<file path="config.mk">
export PLATFORM = sky130hd
export DESIGN_NAME = pll_lock_detect
export DESIGN_NICKNAME = d
export VERILOG_FILES = /design/src/rtl/pll_pkg.sv /design/src/rtl/pll_pulse_qual.sv /design/src/rtl/pll_lock_detect.sv
export SDC_FILE = /design/constraint.sdc
export NUM_CORES = 1
export LEC_CHECK = 0
export CORE_ASPECT_RATIO = 1.25
export CORE_MARGIN = 2
export CORE_UTILIZATION = 55
export DETAILED_ROUTE_END_ITERATION = 8
export PLACE_DENSITY = 0.76
export SETUP_SLACK_MARGIN = 0.4
export SLEW_MARGIN = 15
export SYNTH_ARGS = -nofsm -noshare
export SYNTH_HDL_FRONTEND = slang
export SYNTH_SLANG_ARGS = --single-unit
export TNS_END_PERCENT = 100
</file>
<file path="constraint.sdc">
create_clock -name pll_clk -period 2.2 [get_ports pll_clk]
set_clock_uncertainty 0.05 [all_clocks]
set_input_delay 0.44 -clock pll_clk [delete_from_list [all_inputs] [get_ports pll_clk]]
set_output_delay 0.44 -clock pll_clk [all_outputs]
set_load 0.02 [all_outputs]
</file>
<file path="src/rtl/pll_pkg.sv">
// Shared types and default parameters for the DPLL lock detector.
// Latency: n/a (types and constants only).
// Backpressure: n/a.
package pll_pkg;

    typedef enum logic [1:0] {
        LD_ACQ      = 2'd0,
        LD_LOCKED   = 2'd1,
        LD_DEGRADED = 2'd2
    } lock_state_t;

    localparam int LD_LOCK_CYCLES = 64;
    localparam int LD_MAX_PULSE   = 3;
    localparam int LD_UNLOCK_ERRS = 4;

endpackage

</file>
<file path="src/rtl/pll_pulse_qual.sv">
// Measures PFD pulse width and flags one error event per over-long pulse.
// Latency: err_evt is combinational from up/down and the registered run length.
// Backpressure: none; scan_en turns pcnt into a shift segment (LSB in, MSB out).
module pll_pulse_qual
    import pll_pkg::*;
#(
    parameter int MAX_PULSE = LD_MAX_PULSE
) (
    input  logic pll_clk,
    input  logic rst_n,
    input  logic up,
    input  logic down,
    input  logic scan_en,
    input  logic scan_in,
    output logic err_evt,
    output logic scan_out
);

    localparam int PW = $clog2(MAX_PULSE + 2);
    localparam logic [PW-1:0] P_ERR = PW'(MAX_PULSE);
    // Parking value one past the error point, so a long pulse fires only once.
    localparam logic [PW-1:0] P_SAT = PW'(MAX_PULSE + 1);

    logic          active;
    logic [PW-1:0] pcnt;

    assign active   = up | down;
    assign err_evt  = active && (pcnt == P_ERR);
    assign scan_out = pcnt[PW-1];

    // Run-length of consecutive active cycles, saturating; shift segment in scan mode.
    always_ff @(posedge pll_clk or negedge rst_n) begin
        if (!rst_n) begin
            pcnt <= '0;
        end else if (scan_en) begin
            pcnt <= PW'({pcnt, scan_in});
        end else if (!active) begin
            pcnt <= '0;
        end else if (pcnt != P_SAT) begin
            pcnt <= pcnt + 1'b1;
        end
    end

endmodule

</file>
<file path="src/rtl/pll_lock_detect.sv">
// Qualifies DPLL lock with hysteresis from PFD up/down pulses; sticky lock-loss flag.
// Latency: locked/lock_lost registered, one pll_clk after the deciding up/down cycle.
// Backpressure: none; scan_en freezes function and shifts the chain. Option: PLL_LOCK_DET_DBG_EN.
module pll_lock_detect
    import pll_pkg::*;
#(
    parameter int LOCK_CYCLES = LD_LOCK_CYCLES,
    parameter int MAX_PULSE   = LD_MAX_PULSE,
    parameter int UNLOCK_ERRS = LD_UNLOCK_ERRS
) (
    input  logic pll_clk,
    input  logic rst_n,
    input  logic up,
    input  logic down,
    input  logic clr_sticky,
    input  logic scan_en,
    input  logic scan_in,
    output logic locked,
    output logic lock_lost,
    output logic scan_out
`ifdef PLL_LOCK_DET_DBG_EN
    ,
    output logic [1:0]                         dbg_state,
    output logic [$clog2(UNLOCK_ERRS+1)-1:0]   dbg_ecnt
`endif
);

    localparam int QW = $clog2(LOCK_CYCLES);
    localparam int EW = $clog2(UNLOCK_ERRS + 1);
    localparam logic [QW-1:0] Q_LAST = QW'(LOCK_CYCLES - 1);
    localparam logic [EW-1:0] E_LAST = EW'(UNLOCK_ERRS - 1);

    lock_state_t   state, state_nxt;
    logic [QW-1:0] qcnt, qcnt_nxt;
    logic [EW-1:0] ecnt, ecnt_nxt;
    logic          lost_set;
    logic          err_evt;
    logic          pq_scan_out;

    // Chain: scan_in -> state -> qcnt -> pcnt -> ecnt -> lock_lost -> locked (-> dbg count).
    pll_pulse_qual #(
        .MAX_PULSE (MAX_PULSE)
    ) u_pulse_qual (
        .pll_clk  (pll_clk),
        .rst_n    (rst_n),
        .up       (up),
        .down     (down),
        .scan_en  (scan_en),
        .scan_in  (qcnt[QW-1]),
        .err_evt  (err_evt),
        .scan_out (pq_scan_out)
    );

    // Next state: clean-window qualification in ACQ/DEGRADED, error counting once locked.
    always_comb begin
        state_nxt = state;
        qcnt_nxt  = qcnt;
        ecnt_nxt  = ecnt;
        lost_set  = 1'b0;
        case (state)
            LD_ACQ: begin
                if (err_evt) begin
                    qcnt_nxt = '0;
                end else if (qcnt == Q_LAST) begin
                    state_nxt = LD_LOCKED;
                    qcnt_nxt  = '0;
                end else begin
                    qcnt_nxt = qcnt + 1'b1;
                end
            end
            LD_LOCKED: begin
                if (err_evt) begin
                    qcnt_nxt = '0;
                    if (UNLOCK_ERRS == 1) begin
                        state_nxt = LD_ACQ;
                        ecnt_nxt  = '0;
                        lost_set  = 1'b1;
                    end else begin
                        state_nxt = LD_DEGRADED;
                        ecnt_nxt  = EW'(1);
                    end
                end
            end
            LD_DEGRADED: begin
                if (err_evt) begin
                    qcnt_nxt = '0;
                    if (ecnt == E_LAST) begin
                        state_nxt = LD_ACQ;
                        ecnt_nxt  = '0;
                        lost_set  = 1'b1;
                    end else begin
                        ecnt_nxt = ecnt + 1'b1;
                    end
                end else if (qcnt == Q_LAST) begin
                    state_nxt = LD_LOCKED;
                    ecnt_nxt  = '0;
                    qcnt_nxt  = '0;
                end else begin
                    qcnt_nxt = qcnt + 1'b1;
                end
            end
            default: begin
                state_nxt = LD_ACQ;
                qcnt_nxt  = '0;
                ecnt_nxt  = '0;
            end
        endcase
    end

    // State and counter registers; each is a shift segment while scan_en is high.
    always_ff @(posedge pll_clk or negedge rst_n) begin
        if (!rst_n) begin
            state <= LD_ACQ;
            qcnt  <= '0;
            ecnt  <= '0;
        end else if (scan_en) begin
            state <= lock_state_t'({state[0], scan_in});
            qcnt  <= QW'({qcnt, state[1]});
            ecnt  <= EW'({ecnt, pq_scan_out});
        end else begin
            state <= state_nxt;
            qcnt  <= qcnt_nxt;
            ecnt  <= ecnt_nxt;
        end
    end

    // Output flops: locked follows next state directly; lock_lost is sticky, set beats clear.
    always_ff @(posedge pll_clk or negedge rst_n) begin
        if (!rst_n) begin
            lock_lost <= 1'b0;
            locked    <= 1'b0;
        end else if (scan_en) begin
            lock_lost <= ecnt[EW-1];
            locked    <= lock_lost;
        end else begin
            lock_lost <= lost_set | (lock_lost & ~clr_sticky);
            locked    <= (state_nxt != LD_ACQ);
        end
    end

`ifdef PLL_LOCK_DET_DBG_EN
    logic [15:0] lock_loss_count;

    // Saturating count of lock-loss events; cleared only by rst_n, last in the chain.
    always_ff @(posedge pll_clk or negedge rst_n) begin
        if (!rst_n) begin
            lock_loss_count <= '0;
        end else if (scan_en) begin
            lock_loss_count <= {lock_loss_count[14:0], locked};
        end else if (lost_set && (lock_loss_count != 16'hFFFF)) begin
            lock_loss_count <= lock_loss_count + 16'd1;
        end
    end

    assign dbg_state = state;
    assign dbg_ecnt  = ecnt;
    assign scan_out  = lock_loss_count[15];
`else
    assign scan_out  = locked;
`endif

endmodule

</file>
==> impl_metrics.yaml, run 1 <==
setup_path:
  timing.reg2reg.worst_path_depth: 6
  crit_path_end_kind: "flop"
  cp-startpoint: "down"
  timing.critical_path.cells: "clkdlybuf4s50_1, o21ai_1, or3_1, a31oi_1, o221ai_1"
  cp-start-kind: "input pin"
  crit_path_max_fanout: 3
  critPathMaxStageDelay_ns: 0.52
  required_ns: 2.31
  ff_to_ff_end: "locked"
  worst-r2r-setup-slack_ns: 0.42
  worst-endpoint-arrival_ns: 1.90
  setup.worst_path.class: "input pin to flop"
  crit_path_top_delay_cell: "clkdlybuf4s50_1"
  timing.rr.start: "u_pulse_qual.pcnt[0]"
logic_synthesis:
  synthDominantCellAreaShare_pct: 35.6
  register_area_share_after_synthesis_pct: 35.6
  synth_top_cells_by_area: "dfrtp_1, ha_1, nand2_1"
  ys.flop_type: "dfrtp_1"
  synth_area_per_cell_um2: 9.07
  edff_count_synth: 0
  mappedNetlistArea_um2: 1120
  syn_nets: 140
  ys_ff_latch: 16
  synthDistinctLibCells: 44
  synthesis.instances: 124
  synth_top_area_cell: "dfrtp_1"
  synth-warning-count: 0
  synth_async_sr_flop_share_pct: 100
global_routing:
  globalRoute.totalOverflow: 0
  antenna_found_initial: 0
  globalRouteTotalUtil_pct: 22.0
  grt_max_degree: 17
  grt_pass1_wl_mm: 3.89
  first_global_vias: 933
power_and_ir_drop:
  power_per_cell_area_nw_per_um2: 857
  irDropWorstVdd_uv: 618
  cellLeakagePower_nw: 0.610
  finalPower_mw: 1.20
run:
  cap_violations: 0
floorplanning:
  initial_utilization_pct: 57.4
  fp.dieArea_um2: 2430
  std_cell_rows: 18
  io_pins: 10
  chipWidth_um: 44.5
  die_h_um: 54.6
  core_area_um2: 1960
route:
  drt-total-wl_mm: 2.48
  post_drt_via_cell_ratio: 6.01
  detailroute.via_count: 992
  dr.pass1.iters: 4
  drt_drc_violations_left: 0
  drt_iter0_markers: 11
  post_drt_wl_per_cell_um: 15.0
  route.antenna.remaining_nets: 0
run_status:
  run_status: "finished, final reports clean"
placed_design:
  place_area_um2: 1260
  gpl.final_weighted_congestion: 0.831
  portBuffers: 9
  dp_hpwl_mm: 1.76
  dp_worst_setup_slack_ns: 0.152
cts:
  numCtsBuffers: 3
  cts.clk_slew.worst_paths_ns: 0.10
  tritoncts_clock_tree: "yes"
  htreeDepth: 1
  cts_hold_repair.buffers: 0
  cts_buffer_depth: 2
  worst_skew_pair.late_latency_ns: 0.28
  cts_sinks: 16
  cts-root-buf: "clkbuf_4"
finish:
  fillCellCount: 140
  final_common_cell: "dfrtp_1"
  layout.cell_area.non_filler_um2: 1410
  post_route_cells_drive_above_1_share_pct: 22.8
  antennaDiodeCount: 0
  nNetsFinal: 162
  layout_common_cells: "dfrtp_1, nand2_1, buf_4, o21ai_0, clkdlybuf4s50_1"
  flow.area_growth_from_synthesis_pct: 24.9
  post-route-util_pct: 71.7
hold_path:
  timing.hold.worst.class: "input pin to async pin"
sta:
  post-route-min-period_ns: 1.79
  slew_headroom_pct: 81.5
  post-route-period-util_pct: 81.2
  final.setup.tns_ns: 0
  worst_slew_pin_slew_ns: 0.274
  max_clock_freq_mhz: 559
  final-hold-violation-count: 0
  worst_slack_ns: 0.413
  grt_setup_unrepaired: "yes"
  slew_violations: 0
  setup-violations-final: 0
==> metal layers <==
metal | share of wire, % | vias up | wire [um] | global-route usage, %
met5 | 0 | - | 0 | 0
li1 | - | 497 | - | -
met1 | 44 | 480 | 1090 | 26.7
met3 | 2.3 | 2 | 58 | 2.31
met4 | 0.72 | 0 | 18 | 10.1
met2 | 53 | 13 | 1310 | 38.7
==> metrics by stage <==
stage                     hold slack (ns)  instances
after floorplan                    0.0944        124
after global placement              0.451        154
after detailed placement            0.472        154
after CTS                           0.421        160
after global routing                0.421        165
final                               0.421        165
==> worst max-delay path: cells and delay by family <==
| family | cells | cell delay [ns] |
|---|---|---|
| AOI/OAI and AO/OA | 3 | 0.53 |
| and+or+nand+nor | 1 | 0.41 |
| buffers and inverters | 1 | 0.52 |
==> final cells by class <==
class | instances | area [um^2] | share of cell area [%]
sequential | 16 | 402 | 28.6
tap | 20 | 25.0 | 1.78
clock buffer | 4 | 36.3 | 2.58
inverter | 9 | 33.8 | 2.40
timing repair buffer | 22 | 190 | 13.5
multi-input combinational | 94 | 718 | 51.1
==> how the worst max path moves through the flow <==
stage | to | slack [ns] | depth (start not counted)
after floorplan | qcnt[5] | 0.44 | 6
after global placement | qcnt[0] | 0.18 | 5
after detailed placement | qcnt[5] | 0.15 | 5
after CTS | qcnt[2] | 0.38 | 6
after global routing | locked | 0.32 | 6
final | locked | 0.41 | 5
==> power by group <==
part	total, mW	switching (mW)	leakage (nW)	internal [mW]
clock network	0.189	0.0885	0.0210	0.101
registers	0.474	0.0930	0.203	0.381
logic	0.541	0.260	0.386	0.281
total	1.20	0.441	0.610	0.763
==> cells in the mapped netlist (2+ instances only) <==
cell       number
or3_1           2
nor2_1          6
mux2i_1         2
nor2b_1         3
a22oi_1         3
a21oi_1         5
o31ai_1         3
buf_2           2
nand2_1        13
or2_2           2
inv_1           8
a41oi_1         2
a2bb2oi_1       2
o21ai_0         8
o21ai_1         2
nand3_1         3
ha_1            9
and4_1          2
dfrtp_1        16
nor3_1          2
nand2b_1        2
a31oi_1         3
and2_1          2
a221o_1         2
==> flip-flops by register name (all words and copies together), names as in the netlist <==
register           cells
locked                 1
u_pulse_qual.pcnt      3
lock_lost              1
state                  2
qcnt                   6
ecnt                   3
==> cell families after synthesis <==
logic type,synth area share (%)
multiplexers,1.78
AO/OA/AOI/OAI,25.3
AND/OR/NAND/NOR,21.4
flip-flops,35.6
buffers and inverters,5.23
adder cells (fa/ha/maj),10.0
XOR/XNOR,0.779
==> timing repair <==
action	in CTS	in global routing
endpoints found under the setup margin	5	10
setup buffers	2	5
pin swaps	0	1
resized for setup	2	11
Note: power is estimated with default switching activity, not from simulation.
==> run 2: changes to the inputs <==
--- a/config.mk
+++ b/config.mk
@@ -7,9 +7,9 @@
 export LEC_CHECK = 0
 export CORE_ASPECT_RATIO = 1.25
 export CORE_MARGIN = 2
-export CORE_UTILIZATION = 55
+export CORE_UTILIZATION = 51
 export DETAILED_ROUTE_END_ITERATION = 8
-export PLACE_DENSITY = 0.76
+export PLACE_DENSITY = 0.74
 export SETUP_SLACK_MARGIN = 0.4
 export SLEW_MARGIN = 15
 export SYNTH_ARGS = -nofsm -noshare
==> constraint.sdc (replaced) <==
create_clock -name pll_clk -period 1.6 [get_ports pll_clk]
set_clock_uncertainty 0.05 [all_clocks]
set_input_delay 0.32 -clock pll_clk [delete_from_list [all_inputs] [get_ports pll_clk]]
set_output_delay 0.32 -clock pll_clk [all_outputs]
set_load 0.02 [all_outputs]
==> run 2 against run 1 <==
- the run now ends with negative setup slack left
- die area is 7.2% higher
- global-route usage rose by 2.5 points
- cell count increased by 8.5%
- wire length is 18% higher
- clock power is 56% higher
- register-to-register slack worse by 0.57 ns
- first-iteration DRC count increased by 120%
- clock-buffer cell count unchanged
- sequential power increased by 33%
- largest power group unchanged
==> impl_metrics.yaml, run 2 (synthesis gave the netlist of run 1 again) <==
route:
  route.antenna.remaining_nets: 0
  drt-total-wl_mm: 2.94
  drt_drc_violations_left: 0
  dr.pass1.iters: 4
  post_drt_via_cell_ratio: 6.04
  drt_iter0_markers: 24
  post_drt_wl_per_cell_um: 16.4
  detailroute.via_count: 1081
setup_path:
  timing.critical_path.cells: "ha_2, ha_4, o21a_4, or3_4, a21o_1, o31ai_2"
  crit_path_top_delay_cell: "dfrtp_1"
  cp_top_family: "compound AO/OA/AOI/OAI gates"
  crit_path_end_kind: "flop"
  worst-r2r-setup-slack_ns: -0.15
  required_ns: 1.78
  worst-endpoint-arrival_ns: 1.92
  worstPathBufferInverterCount: 0
  cp-start-kind: "flop"
  critPathMaxStageDelay_ns: 0.41
  setup.worst_path.class: "flop to flop"
  crit_path_max_fanout: 5
floorplanning:
  std_cell_rows: 19
  initial_utilization_pct: 52.6
  chipWidth_um: 46.0
  io_pins: 10
  fp.dieArea_um2: 2600
  die_h_um: 56.5
  core_area_um2: 2140
global_routing:
  grt_busiest_layer: "met2"
  globalRouteTotalUtil_pct: 24.4
  grt_max_degree: 17
  grt_util_met1_pct: 29.9
  antenna_found_initial: 0
  first_global_vias: 1090
  globalRouteMet2Util_pct: 39.5
  grt_pass1_wl_mm: 4.64
  globalRoute.totalOverflow: 0
  met3_usage_pct: 2.89
cts:
  htreeDepth: 1
  cts_hold_repair.buffers: 0
  cts.clk_slew.worst_paths_ns: 0.11
  cts-root-buf: "clkbuf_4"
  cts_buffer_depth: 2
  cts_sinks: 16
  tritoncts_clock_tree: "yes"
  worst_skew_pair.late_latency_ns: 0.31
  numCtsBuffers: 3
power_and_ir_drop:
  p_comb_share_pct: 52.3
  power_frac_clock_pct: 15.2
  cellLeakagePower_nw: 0.689
  irDropWorstVdd_uv: 955
  power.share.sequential_pct: 32.5
  internal-power_mw: 1.21
  power_per_cell_area_nw_per_um2: 1230
  finalPower_mw: 1.94
  net-switching-power_mw: 0.739
  switching_share_of_total_power_pct: 38.0
placed_design:
  dp_worst_setup_slack_ns: -0.330
  dp_hpwl_mm: 2.05
  portBuffers: 9
  place.detailed.instances: 172
  gpl.final_weighted_congestion: 0.876
finish:
  antennaDiodeCount: 0
  largestRegisters: "qcnt x6, ecnt x3, u_pulse_qual.pcnt x3"
  largest-register: "qcnt"
  seq_area_um2: 400
  post_route_cells_drive_above_1_share_pct: 40.5
  nNetsFinal: 175
  layout_common_cells: "buf_4, dfrtp_1, nand2_1, nor2_1, clkdlybuf4s50_1"
  flow.area_growth_from_synthesis_pct: 40.4
  final_common_cell: "buf_4"
  largest_register_ffs: 6
  fillCellCount: 139
  fin_cells: 179
  area_of_combinational_cells_with_multiple_inputs_um2: 790
sta:
  grt_setup_unrepaired: "yes"
  timing.hold.ws_ns: 0.270
  post-route-min-period_ns: 1.75
  slew_headroom_pct: 79.2
  slew_violations: 0
  worst_slew_pin_slew_ns: 0.311
  setup-violations-final: 9
  final-hold-violation-count: 0
  max_clock_freq_mhz: 573
  worst_slack_ns: -0.145
  post-route-period-util_pct: 109
  final.setup.tns_ns: -0.825
run:
  cap_violations: 0
run_status:
  run_status: "finished, violations left"
  violations_in_the_final_reports: "negative setup slack"
hold_path:
  timing.hold.worst.class: "input pin to async pin"
-- run 2: cell count changes in the layout (fill, tap and decap cells not counted), moves of 2 or more --
cell,previous run,this run
buf_4,13,25
o21ai_0,8,3
buf_6,0,4
ha_2,1,4
o21ai_1,2,5
clkdlybuf4s50_1,8,6
ha_4,4,2
-- run 2: through the flow --
stage	instance area [um^2]	utilization, %
floorplan	1160	-
global placement	1420	66.3
detailed placement	1420	66.3
CTS	1510	70.6
global route	1580	73.8
finish	1580	73.8
-- run 2: routing by layer --
metal	share of wire [%]	wire (um)
met3	3.0	88
met1	43	1260
met2	51	1500
met5	0	0
met4	3.1	90
-- run 2: layout make-up --
cell class	count	share of cell area (%)
clock buffers	4	2.30
inverters	9	2.14
multi-input cells	94	50.0
flip-flops and latches	16	25.4
well taps	21	1.66
repair buffers	35	18.5
-- run 2: power by group through the flow --
stage / Clock, mW / Sequential, mW / Combinational (mW)
6_report: 0.295 / 0.632 / 1.02
5_1_grt: 0.319 / 0.644 / 1.11
4_1_cts: 0.297 / 0.618 / 0.877
3_5_place_dp: 0 / 0.623 / 0.809
3_3_place_gp: 0 / 0.618 / 0.791
2_1_floorplan: 0 / 0.642 / 0.468
-- run 2: path summary, 6_finish.rpt --
path | startpoint | endpoint | cells past startpoint
max | u_pulse_qual.pcnt[0] | qcnt[0] | 6
min | rst_n | locked | 2
max reg2reg | u_pulse_qual.pcnt[0] | qcnt[0] | 6
min reg2reg | ecnt[2] | lock_lost | 2
max in group asynchronous | rst_n | qcnt[0] | 2
min in group pll_clk | ecnt[2] | lock_lost | 2
-- run 2: timing repair --
item	CTS	global route
setup buffers	1	2
gates resized for setup	30	13
endpoints found under the setup margin	19	19
pin swaps	5	6
==> run 3: changes to the inputs <==
--- a/config.mk
+++ b/config.mk
@@ -5,6 +5,7 @@
 export SDC_FILE = /design/constraint.sdc
 export NUM_CORES = 1
 export LEC_CHECK = 0
+export CAP_MARGIN = 20
 export CORE_ASPECT_RATIO = 1.25
 export CORE_MARGIN = 2
 export CORE_UTILIZATION = 51
==> results of run 3 <==
The final DEF is identical to that of run 2; final timing and power are the same.
